$ cat src/rtl/radix_16_multiplier_uint.sv
// radix_16_multiplier_uint: sequential unsigned multiplier, 4 multiplier bits per cycle.
// Ports:
//   clk           rising-edge clock
//   reset         asynchronous active-high reset
//   enable_input  start request, accepted when not busy
//   multiplicand  operand A, latched on the accepting edge
//   multiplier    operand B, latched on the accepting edge
//   product       full 2*WIDTH product, valid while done=1, held until next acceptance
//   done          one-cycle completion pulse
//   busy          high whenever the FSM is not idle
module radix_16_multiplier_uint #(
   parameter  int unsigned WIDTH = 24,
   localparam int unsigned PW    = 2 * WIDTH
) (
   input  logic             clk,
   input  logic             reset,
   input  logic             enable_input,
   input  logic [WIDTH-1:0] multiplicand,
   input  logic [WIDTH-1:0] multiplier,
   output logic [PW-1:0]    product,
   output logic             done,
   output logic             busy
);

   localparam int unsigned DIGITS = WIDTH / 4;
   localparam int unsigned MW     = WIDTH + 4;
   localparam int unsigned IW     = $clog2(DIGITS + 1);

   typedef enum logic [1:0] {IDLE, LOAD, ITER} state_t;

   state_t           state, state_nxt;
   logic             done_nxt;
   logic [WIDTH-1:0] a_q, b_q;
   logic [MW-1:0]    m   [16];
   logic [MW-1:0]    m_c [16];
   logic [IW-1:0]    it;
   logic             zero_c, last_c;
   logic [MW-1:0]    sum_c;

   // Multiples table k*A: even entries are a doubled half entry, odd ones add A once more
   always_comb begin
      m_c[0] = '0;
      for (int k = 1; k < 16; k++) begin
         if (k % 2 == 0) m_c[k] = m_c[4'(k / 2)] << 1;
         else            m_c[k] = m_c[4'(k - 1)] + MW'(a_q);
      end
   end

   assign zero_c = (a_q == '0) || (b_q == '0);
   assign last_c = (it == IW'(1));
   // Upper half of the accumulator plus the selected multiple; WIDTH+4 bits cannot overflow
   assign sum_c  = MW'(product[PW-1:WIDTH]) + m[b_q[3:0]];
   assign busy   = (state != IDLE);

   // Next-state and completion pulse
   always_comb begin
      state_nxt = state;
      done_nxt  = 1'b0;
      case (state)
         IDLE: if (enable_input) state_nxt = LOAD;
         LOAD: begin
            if (zero_c) begin
               state_nxt = IDLE;
               done_nxt  = 1'b1;
            end else begin
               state_nxt = ITER;
            end
         end
         ITER: begin
            if (last_c) begin
               state_nxt = IDLE;
               done_nxt  = 1'b1;
            end
         end
         default: state_nxt = IDLE;
      endcase
   end

   // State register
   always_ff @(posedge clk or posedge reset) begin
      if (reset) begin
         state <= IDLE;
         done  <= 1'b0;
      end else begin
         state <= state_nxt;
         done  <= done_nxt;
      end
   end

   // Datapath: operand latch, table build, shift-add accumulation in the product register
   always_ff @(posedge clk or posedge reset) begin
      if (reset) begin
         a_q     <= '0;
         b_q     <= '0;
         it      <= '0;
         product <= '0;
         for (int k = 0; k < 16; k++) m[k] <= '0;
      end else begin
         case (state)
            IDLE: begin
               if (enable_input) begin
                  a_q     <= multiplicand;
                  b_q     <= multiplier;
                  product <= '0;
               end
            end
            LOAD: begin
               m  <= m_c;
               it <= IW'(DIGITS);
               if (zero_c) product <= '0;
            end
            ITER: begin
               product <= {sum_c, product[WIDTH-1:4]};
               b_q     <= b_q >> 4;
               it      <= it - IW'(1);
            end
            default: ;
         endcase
      end
   end

endmodule
$ cat config.mk
export PLATFORM = sky130hd
export DESIGN_NAME = radix_16_multiplier_uint
export DESIGN_NICKNAME = d
export VERILOG_FILES = /design/src/rtl/radix_16_multiplier_uint.sv
export SDC_FILE = /design/constraint.sdc
export NUM_CORES = 1
export LEC_CHECK = 0
export CAP_MARGIN = 40
export CORE_MARGIN = 2
export CORE_UTILIZATION = 50
export DETAILED_ROUTE_END_ITERATION = 10
export GPL_TIMING_DRIVEN = 0
export MAX_ROUTING_LAYER = met4
export PLACE_DENSITY = 0.69
export SKIP_CTS_REPAIR_TIMING = 1
export SLEW_MARGIN = 20
export SYNTH_ARGS = -nofsm -noshare
export SYNTH_HDL_FRONTEND = slang
export SYNTH_SLANG_ARGS = --single-unit
$ cat constraint.sdc
create_clock -name clk -period 8.4 [get_ports clk]
set_clock_uncertainty 0.05 [all_clocks]
set_input_delay 1.26 -clock clk [delete_from_list [all_inputs] [get_ports clk]]
set_output_delay 1.26 -clock clk [all_outputs]
set_load 0.05 [all_outputs]
==> impl_metrics.env, run 1 <==
export IMPL_ys_seq_area_share_pct=34.4
export IMPL_finalSetupViolCount=0
export IMPL_multi_input_area_mm2=0.00913
export IMPL_cp_start_kind="register"
export IMPL_synthTopCellsByCount="dfrtp_1, nand2_1, mux2_2"
export IMPL_crit_slowest_cell="clkbuf_1"
export IMPL_synth_top_family_by_area="compound AO/OA/AOI/OAI gates"
export IMPL_crit_type="register to register"
export IMPL_grt_total_usage_pct=28.2
export IMPL_drc=0
export IMPL_worst_slew_pin_transition_ns=0.834
export IMPL_critical_path_buf_inv_count=4
export IMPL_syn_area_mm2=0.0147
export IMPL_clock_latency_ns=0.54
export IMPL_cp_common_cell="clkbuf_1"
export IMPL_ios=101
export IMPL_relSlewSlack_pct=43.6
export IMPL_final_core_util_pct=59.6
export IMPL_critPathArrivalTime_ns=6.38
export IMPL_initial_utilization_pct=51.0
export IMPL_syn_area_per_cell_um2=9.80
export IMPL_io_buffers=100
export IMPL_wl_mm=41.8
export IMPL_via_count=12400
export IMPL_reg2reg_slack_ns=2.41
export IMPL_antenna_found_initial=0
export IMPL_grt_max_degree=93
export IMPL_cap_violations=0
export IMPL_hold_violations=0
export IMPL_ant_nets=0
export IMPL_rr_endpoint="product[44]"
export IMPL_wire_per_inst_um=20.6
export IMPL_synth_cell_types=74
export IMPL_path_clk_slew_ns=0.06
export IMPL_clockBufferDepth=3
export IMPL_die_h_um=175
export IMPL_gp_congestion=0.948
export IMPL_min_path_type="register to register"
export IMPL_area_growth_syn_to_layout_pct=16.9
export IMPL_grt_overflow=0
export IMPL_grt_pass1_wl_mm=66.8
export IMPL_ys_flop_type="dfrtp_1"
export IMPL_yosysMostFrequentCell="dfrtp_1"
export IMPL_dieArea_mm2=0.0308
export IMPL_ys_ff_latch=202
export IMPL_critPathLaunch="b_q[1]"
export IMPL_first_iter_violations=1012
export IMPL_core_mm2=0.0288
export IMPL_fmax_mhz=167
export IMPL_fp_dieW_um=175
export IMPL_crit_family="compound AO/OA/AOI/OAI gates"
export IMPL_synth_top_area_cell="dfrtp_1"
export IMPL_syn_num_nets=1663
export IMPL_cp_end_kind="register"
export IMPL_synth_area_leaders="dfrtp_1, ha_1, mux2_2"
export IMPL_num_nets_final=1794
export IMPL_synth_fa_ha_area_share_pct=9.92
export IMPL_h_tree_depth=1
export IMPL_synth_async_reset_ratio_pct=100
export IMPL_place_hpwl_mm=32.0
export IMPL_drv_slew=0
export IMPL_drive_above_1_share_pct=13.7
export IMPL_rows=62
export IMPL_viasPerCell=6.10
export IMPL_min_delay_start="product[2]"
export IMPL_synthMuxAreaShare_pct=17.7
export IMPL_syn_inst=1498
export IMPL_status="finished, final reports clean"
export IMPL_antenna_diode_count=0
export IMPL_crit_fanout=10
export IMPL_yosys_area_top_type_share_pct=34.4
export IMPL_fill_cells=2440
export IMPL_synth_edff_count=0
export IMPL_regArea_mm2=0.00505
export IMPL_slowest_delay_ns=0.65
export IMPL_ys_warn_count=0
export IMPL_whs_endpoint="product[2]"
export IMPL_fin_crit_sh_pct=71.3
export IMPL_crit_path_cell_trace="clkbuf_1 > clkbuf_1 > clkbuf_1 > clkbuf_1 > nor2_1 > a22o_1 > fa_1 > a21oi_1 > o22ai_1 > o32a_1 > a221oi_2 > o211ai_1 > o31ai_1 > a21oi_1 > xor2_1 > o21ai_1"
export IMPL_clock_tree_root_cell="clkbuf_16"
export IMPL_grt_pass1_vias=12200
export IMPL_period_minus_slack_ns=5.99
export IMPL_r2r_cells=16
export IMPL_worstPathRequired_ns=8.79
export IMPL_firstDrtPassIters=5
export IMPL_synth_simple_area_share_pct=12.0
export IMPL_cts_sinks=202
export IMPL_rsz0062_at_grt="no"
export IMPL_synth_compound_area_share_pct=18.1
export IMPL_synthXorXnorAreaFrac_pct=4.41
export IMPL_r2r_start="b_q[1]"
export IMPL_cts_tree="done"
export IMPL_cts_buffers=25
export IMPL_whs_path_depth=2
## layer usage
metal / part of all wire [%] / track usage, % / wire length (µm) / vias to the layer above
met4: 3.1 / 8.72 / 1290 / 0
met5: 0 / - / 0 / -
met1: 45 / 38.6 / 18800 / 6094
met3: 5.5 / 2.79 / 2310 / 81
li1: - / - / - / 5804
met2: 46 / 44.7 / 19300 / 421
## tightest hold or removal path, cell delays in order, from the launching register on
cell,delay [ns]
dfrtp_1,0.34
nand2_1,0.05
o21ai_1,0.06
## layout make-up
class	instances	share of cell area, %
repair buffers	104	6.21
plain buffers	68	1.55
flip-flops and latches	202	29.5
clock buffers	34	4.25
clock inverters	12	1.15
multi-input cells	1166	53.2
well taps	384	2.80
inverters	62	1.40
## registers in the layout (all words and copies together), names as in the netlist
| register | count |
|---|---|
| m | 100 |
| product | 48 |
| state | 2 |
| done | 1 |
| it | 3 |
| a_q | 24 |
| b_q | 24 |
## through the flow
step	hold WS [ns]	setup WS (ns)	cells	cell area, µm²	TNS, ns
floorplan	0.409	1.58	1498	14700	0
global placement	0.417	-1.19	1982	16200	-236.13
global route	0.458	2.09	2032	17200	0
CTS	0.438	2.51	2032	17200	0
finish	0.433	2.41	2032	17200	0
detailed placement	0.424	2.55	1986	16200	0
## cells in the final DEF, fill, tap and decap left out, drive strengths merged, types with 5 or more instances in the layout
| cell type | synthesis | final |
|---|---|---|
| dfrtp | 202 | 202 |
| nand2 | 166 | 166 |
| o21ai | 117 | 117 |
| mux2 | 116 | 116 |
| ha | 110 | 110 |
| clkdlybuf4s50 | 0 | 100 |
| clkbuf | 57 | 91 |
| a21oi | 86 | 86 |
| nor2 | 67 | 67 |
| inv | 61 | 63 |
| xnor2 | 50 | 50 |
| a21o | 42 | 42 |
| mux4 | 41 | 41 |
| mux2i | 37 | 37 |
| nor2b | 33 | 33 |
| o31ai | 26 | 26 |
| a221oi | 26 | 26 |
| xor2 | 24 | 24 |
| nand3 | 20 | 20 |
| a211oi | 17 | 17 |
| nor3 | 15 | 15 |
| o21a | 15 | 15 |
| buf | 11 | 15 |
| nand4 | 14 | 14 |
| o21bai | 14 | 14 |
| nand2b | 13 | 13 |
| o22ai | 11 | 11 |
| o211ai | 7 | 7 |
| a31oi | 7 | 7 |
| nor4 | 6 | 6 |
| or3 | 6 | 6 |
| and4 | 5 | 5 |
| and3 | 5 | 5 |
| a22oi | 5 | 5 |
| bufinv | 0 | 5 |
| or2 | 5 | 5 |
## worst max path at each step
| stage | end | slack [ns] | cells past startpoint |
|---|---|---|---|
| final | product[44] | 2.41 | 16 |
| after global routing | product[46] | 2.09 | 18 |
| after CTS | product[44] | 2.51 | 16 |
| after floorplan | a_q[0] | 1.58 | 1 |
| after global placement | product[46] | -1.19 | 2 |
| after detailed placement | product[44] | 2.55 | 18 |
## logic make-up after synthesis
| kind of cell | count (synthesis) |
|---|---|
| AND/OR/NAND/NOR | 374 |
| multiplexers | 194 |
| adder cells (fa/ha/maj) | 114 |
| XOR/XNOR | 74 |
| buffers and inverters | 130 |
| AO/OA/AOI/OAI | 410 |
| flip-flops | 202 |
Power of run 1 is left out: the tool's default activity adds up to more than one toggle a clock period on the data nets, which glitch-free logic cannot reach.
==> run 2, diff against run 1 <==
==> constraint.sdc (replaced) <==
create_clock -name clk -period 5.65 [get_ports clk]
set_clock_uncertainty 0.05 [all_clocks]
set_input_delay 0.8475 -clock clk [delete_from_list [all_inputs] [get_ports clk]]
set_output_delay 0.8475 -clock clk [all_outputs]
set_load 0.05 [all_outputs]
==> run 2 against run 1 <==
  * Final area grew 0.99%
  * Sequential share of layout area shrank 0.28 points
  * Routed wire length shrank 0.82%
  * Critical path type unchanged
  * Critical endpoint unchanged
==> impl_metrics.env, run 2 (synthesis gave the netlist of run 1 again) <==
export IMPL_status="finished, final reports clean"
export IMPL_die_h_um=175
export IMPL_min_path_type="register to register"
export IMPL_fin_area_mm2=0.0173
export IMPL_reg_top3="m x100, product x48"
export IMPL_grt_max_degree=36
export IMPL_viasPerCell=6.08
export IMPL_gp_congestion=0.942
export IMPL_clock_tree_root_cell="clkbuf_16"
export IMPL_drive_above_1_share_pct=14.4
export IMPL_crit_fanout=10
export IMPL_critPathArrivalTime_ns=5.60
export IMPL_period_minus_slack_ns=5.25
export IMPL_clockBufferDepth=3
export IMPL_core_mm2=0.0288
export IMPL_cp_end_kind="register"
export IMPL_num_nets_final=1797
export IMPL_rsz0062_at_grt="no"
export IMPL_fin_crit_sh_pct=92.9
export IMPL_first_iter_violations=1013
export IMPL_wl_mm=41.4
export IMPL_largest_reg_flops=100
export IMPL_dieArea_mm2=0.0308
export IMPL_grt_pass1_wl_mm=67.1
export IMPL_postPlaceCellArea_mm2=0.0163
export IMPL_reg2reg_slack_ns=0.40
export IMPL_ios=101
export IMPL_wire_per_inst_um=20.4
export IMPL_fp_dieW_um=175
export IMPL_grt_overflow=0
export IMPL_final_cell_mix="dfrtp_1, nand2_1, mux2_2"
export IMPL_clock_latency_ns=0.55
export IMPL_grt_total_usage_pct=28.2
export IMPL_regMostFlops="m"
export IMPL_io_buffers=100
export IMPL_cap_violations=0
export IMPL_finalSetupViolCount=0
export IMPL_fin_tns_setup_ns=0
export IMPL_cts_buffers=25
export IMPL_via_count=12400
export IMPL_place_hpwl_mm=31.9
export IMPL_area_growth_syn_to_layout_pct=18.1
export IMPL_ant_nets=0
export IMPL_h_tree_depth=1
export IMPL_hold_violations=0
export IMPL_initial_utilization_pct=51.0
export IMPL_antenna_diode_count=0
export IMPL_cts_sinks=202
export IMPL_grt_pass1_vias=12400
export IMPL_crit_type="register to register"
export IMPL_drv_slew=0
export IMPL_relSlewSlack_pct=42.7
export IMPL_fill_cells=2402
export IMPL_layout_commonest_cell="dfrtp_1"
export IMPL_antenna_found_initial=0
export IMPL_path_clk_slew_ns=0.06
export IMPL_worst_slew_pin_transition_ns=0.849
export IMPL_firstDrtPassIters=5
export IMPL_cp_start_kind="register"
export IMPL_cts_tree="done"
export IMPL_fmax_mhz=191
export IMPL_rows=62
export IMPL_drc=0
export IMPL_worstPathRequired_ns=6.00
-- run 2: changes by cell type in the layout (fill, tap and decap cells not counted), moves of 2 or more --
cell       delta
inv_6         -2
clkbuf_1      -5
clkbuf_2      +4
buf_12        +5
clkbuf_8      -4
clkinv_4      +3
bufinv_16     +4
clkinv_2      -2
-- run 2: worst paths after layout --
kind,from,endpoint,cells after the start
min,product[2],product[2],2
min reg2reg,product[2],product[2],2
max in group asynchronous,reset,product[43],5
max,b_q[2],product[44],15
max reg2reg,b_q[2],product[44],15
min in group asynchronous,reset,a_q[3],2
-- run 2: layer usage --
layer  vias to the layer above  GRT usage (%)  wire (µm)
met4                         0           9.34       1430
met1                      6015           37.9      18300
met5                         -              -          0
met2                       446           44.7      19000
li1                       5806              -          -
met3                        98           3.48       2770
-- run 2: critical path: stages (launching register included) --
cell	delay (ns)
dfrtp_1	0.48
clkbuf_1	0.52
buf_1	0.66
clkbuf_1	0.51
a221oi_1	0.15
a21oi_1	0.22
ha_1	0.31
a21oi_1	0.23
o22ai_1	0.15
o32a_1	0.42
a221oi_2	0.40
o211ai_1	0.22
o31ai_2	0.36
a21oi_1	0.13
xor2_1	0.21
o21ai_1	0.08
-- run 2: area by class of cell --
| cell class | count | area, µm² | share of cell area, % |
|---|---|---|---|
| clock buffer | 30 | 674 | 3.89 |
| sequential | 202 | 5060 | 29.2 |
| multi-input combinational | 1166 | 9140 | 52.7 |
| timing repair buffer | 109 | 1150 | 6.63 |
| inverter | 62 | 236 | 1.36 |
| buffer | 66 | 265 | 1.53 |
| clock inverter | 16 | 337 | 1.94 |
| tap | 384 | 480 | 2.77 |
-- run 2: stage by stage --
| step | util [%] | hold slack [ns] | setup slack (ns) | instances |
|---|---|---|---|---|
| final | 60.2 | 0.436 | 0.403 | 2035 |
| after floorplan | - | 0.409 | 1.10 | 1498 |
| after global placement | 56.2 | 0.416 | -0.178 | 1982 |
| after global routing | 60.2 | 0.458 | 0.124 | 2035 |
| after detailed placement | 56.7 | 0.428 | -0.176 | 1991 |
| after CTS | 60.2 | 0.442 | -0.205 | 2037 |
Power of run 2 is left out for the same reason.
==> run 3, diff against run 2 <==
--- a/config.mk
+++ b/config.mk
@@ -10,8 +10,10 @@
 export CORE_UTILIZATION = 50
 export DETAILED_ROUTE_END_ITERATION = 10
 export GPL_TIMING_DRIVEN = 0
+export HOLD_SLACK_MARGIN = 0.1
 export MAX_ROUTING_LAYER = met4
 export PLACE_DENSITY = 0.69
+export SETUP_SLACK_MARGIN = 0.3
 export SKIP_CTS_REPAIR_TIMING = 1
 export SLEW_MARGIN = 20
 export SYNTH_ARGS = -nofsm -noshare
==> run 3 against run 2 <==
  * Die area did not move
  * Final area grew 0.18%
  * Critical endpoint unchanged
  * Critical path depth rose by 3
  * Non-clock buffer count is 2 higher
  * Hold slack about the same
  * Final cell count barely moved
  * Via count increased by 0.30%
  * Sequential share of layout area down 0.053 points
  * Routed wire length rose by 0.11%
==> impl_metrics.env, run 3 (synthesis gave the netlist of run 1 again) <==
export IMPL_cts_tree="done"
export IMPL_cp_start_kind="register"
export IMPL_ios=101
export IMPL_crit_family="compound AO/OA/AOI/OAI gates"
export IMPL_crit_path_cell_trace="buf_2 > buf_2 > buf_4 > clkbuf_4 > mux2i_1 > o22ai_1 > a221oi_1 > nand2_1 > ha_1 > a21oi_1 > o21ai_1 > o32a_1 > a221oi_2 > o211ai_1 > o31ai_2 > a21oi_1 > xor2_1 > o21ai_1"
export IMPL_grt_pass1_vias=12400
export IMPL_grt_overflow=0
export IMPL_min_path_type="register to register"
export IMPL_status="finished, final reports clean"
export IMPL_first_iter_violations=943
export IMPL_viasPerCell=6.09
export IMPL_antenna_found_initial=0
export IMPL_num_nets_final=1799
export IMPL_reg_top3="m x100, product x48"
export IMPL_setup_ws_ns=0.574
export IMPL_regMostFlops="m"
export IMPL_io_buffers=100
export IMPL_core_mm2=0.0288
export IMPL_initial_utilization_pct=51.0
export IMPL_fp_dieW_um=175
export IMPL_final_core_util_pct=60.3
export IMPL_worstPathRequired_ns=6.00
export IMPL_ant_nets=0
export IMPL_hold_violations=0
export IMPL_fmax_mhz=197
export IMPL_grt_max_degree=36
export IMPL_die_h_um=175
export IMPL_period_minus_slack_ns=5.08
export IMPL_cts_buffers=25
export IMPL_grt_pass1_wl_mm=67.1
export IMPL_antenna_diode_count=0
export IMPL_dieArea_mm2=0.0308
export IMPL_drc=0
export IMPL_clock_latency_ns=0.55
export IMPL_placedCellCount=1991
export IMPL_critical_path_buf_inv_count=4
export IMPL_path_clk_slew_ns=0.06
export IMPL_cap_violations=0
export IMPL_slowest_delay_ns=0.46
export IMPL_crit_fanout=10
export IMPL_grt_total_usage_pct=28.2
export IMPL_rsz0062_at_grt="no"
export IMPL_rows=62
export IMPL_drive_above_1_share_pct=14.8
export IMPL_finalSetupViolCount=0
export IMPL_relSlewSlack_pct=42.1
export IMPL_final_cell_mix="dfrtp_1, nand2_1, mux2_2"
export IMPL_crit_slowest_cell="dfrtp_2"
export IMPL_h_tree_depth=1
export IMPL_cts_sinks=202
export IMPL_place_hpwl_mm=31.9
export IMPL_crit_type="register to register"
export IMPL_area_growth_syn_to_layout_pct=18.3
export IMPL_via_count=12400
export IMPL_gp_congestion=0.942
export IMPL_clockBufferDepth=3
export IMPL_pre_cts_slack_ns=-0.176
export IMPL_layout_commonest_cell="dfrtp_1"
export IMPL_drv_slew=0
export IMPL_critPathArrivalTime_ns=5.43
export IMPL_largest_reg_flops=100
export IMPL_final_cells=2037
export IMPL_worst_slew_pin_transition_ns=0.858
export IMPL_clock_tree_root_cell="clkbuf_16"
export IMPL_firstDrtPassIters=5
export IMPL_wire_per_inst_um=20.4
export IMPL_cp_end_kind="register"
export IMPL_fin_crit_sh_pct=89.8
export IMPL_wl_mm=41.5
-- run 3: layout make-up --
type / instances / area [µm²]
buffer: 68 / 289
clock buffer: 30 / 674
clock inverter: 16 / 337
fill: 2394 / 11400
inverter: 62 / 236
multi-input combinational: 1166 / 9140
sequential: 202 / 5060
tap: 384 / 480
timing repair buffer: 109 / 1150
-- run 3: final timing paths --
path | start | endpoint | slack (ns) | cells past startpoint
max in group asynchronous | reset | product[43] | 3.82 | 5
worst max register to register | b_q[1] | product[44] | 0.57 | 18
worst max-delay path | b_q[1] | product[44] | 0.57 | 18
worst min register to register | product[2] | product[2] | 0.44 | 2
worst min-delay path | product[2] | product[2] | 0.44 | 2
min in group asynchronous | reset | a_q[3] | 0.68 | 2
-- run 3: worst min-delay path, delay by kind of cell (launching register included) --
family	cells	cell delay [ns]
flip-flops	1	0.34
AO/OA/AOI/OAI	1	0.06
AND/OR/NAND/NOR	1	0.05
-- run 3: metrics by stage --
stage                     setup TNS, ns  hold slack [ns]  instance area, µm²
after global placement           -0.315            0.416               16200
final                                 0            0.436               17400
after detailed placement         -0.290            0.428               16300
after CTS                        -0.365            0.442               17300
after floorplan                       0            0.409               14700
after global routing                  0            0.458               17400
-- run 3: layer usage --
metal	wire length (µm)	vias to the layer above	track usage [%]
met2	19000	454	44.7
met1	18400	6041	37.9
met4	1400	0	9.34
met3	2680	94	3.48
li1	-	5813	-
met5	0	-	-
Power of run 3 is left out for the same reason.
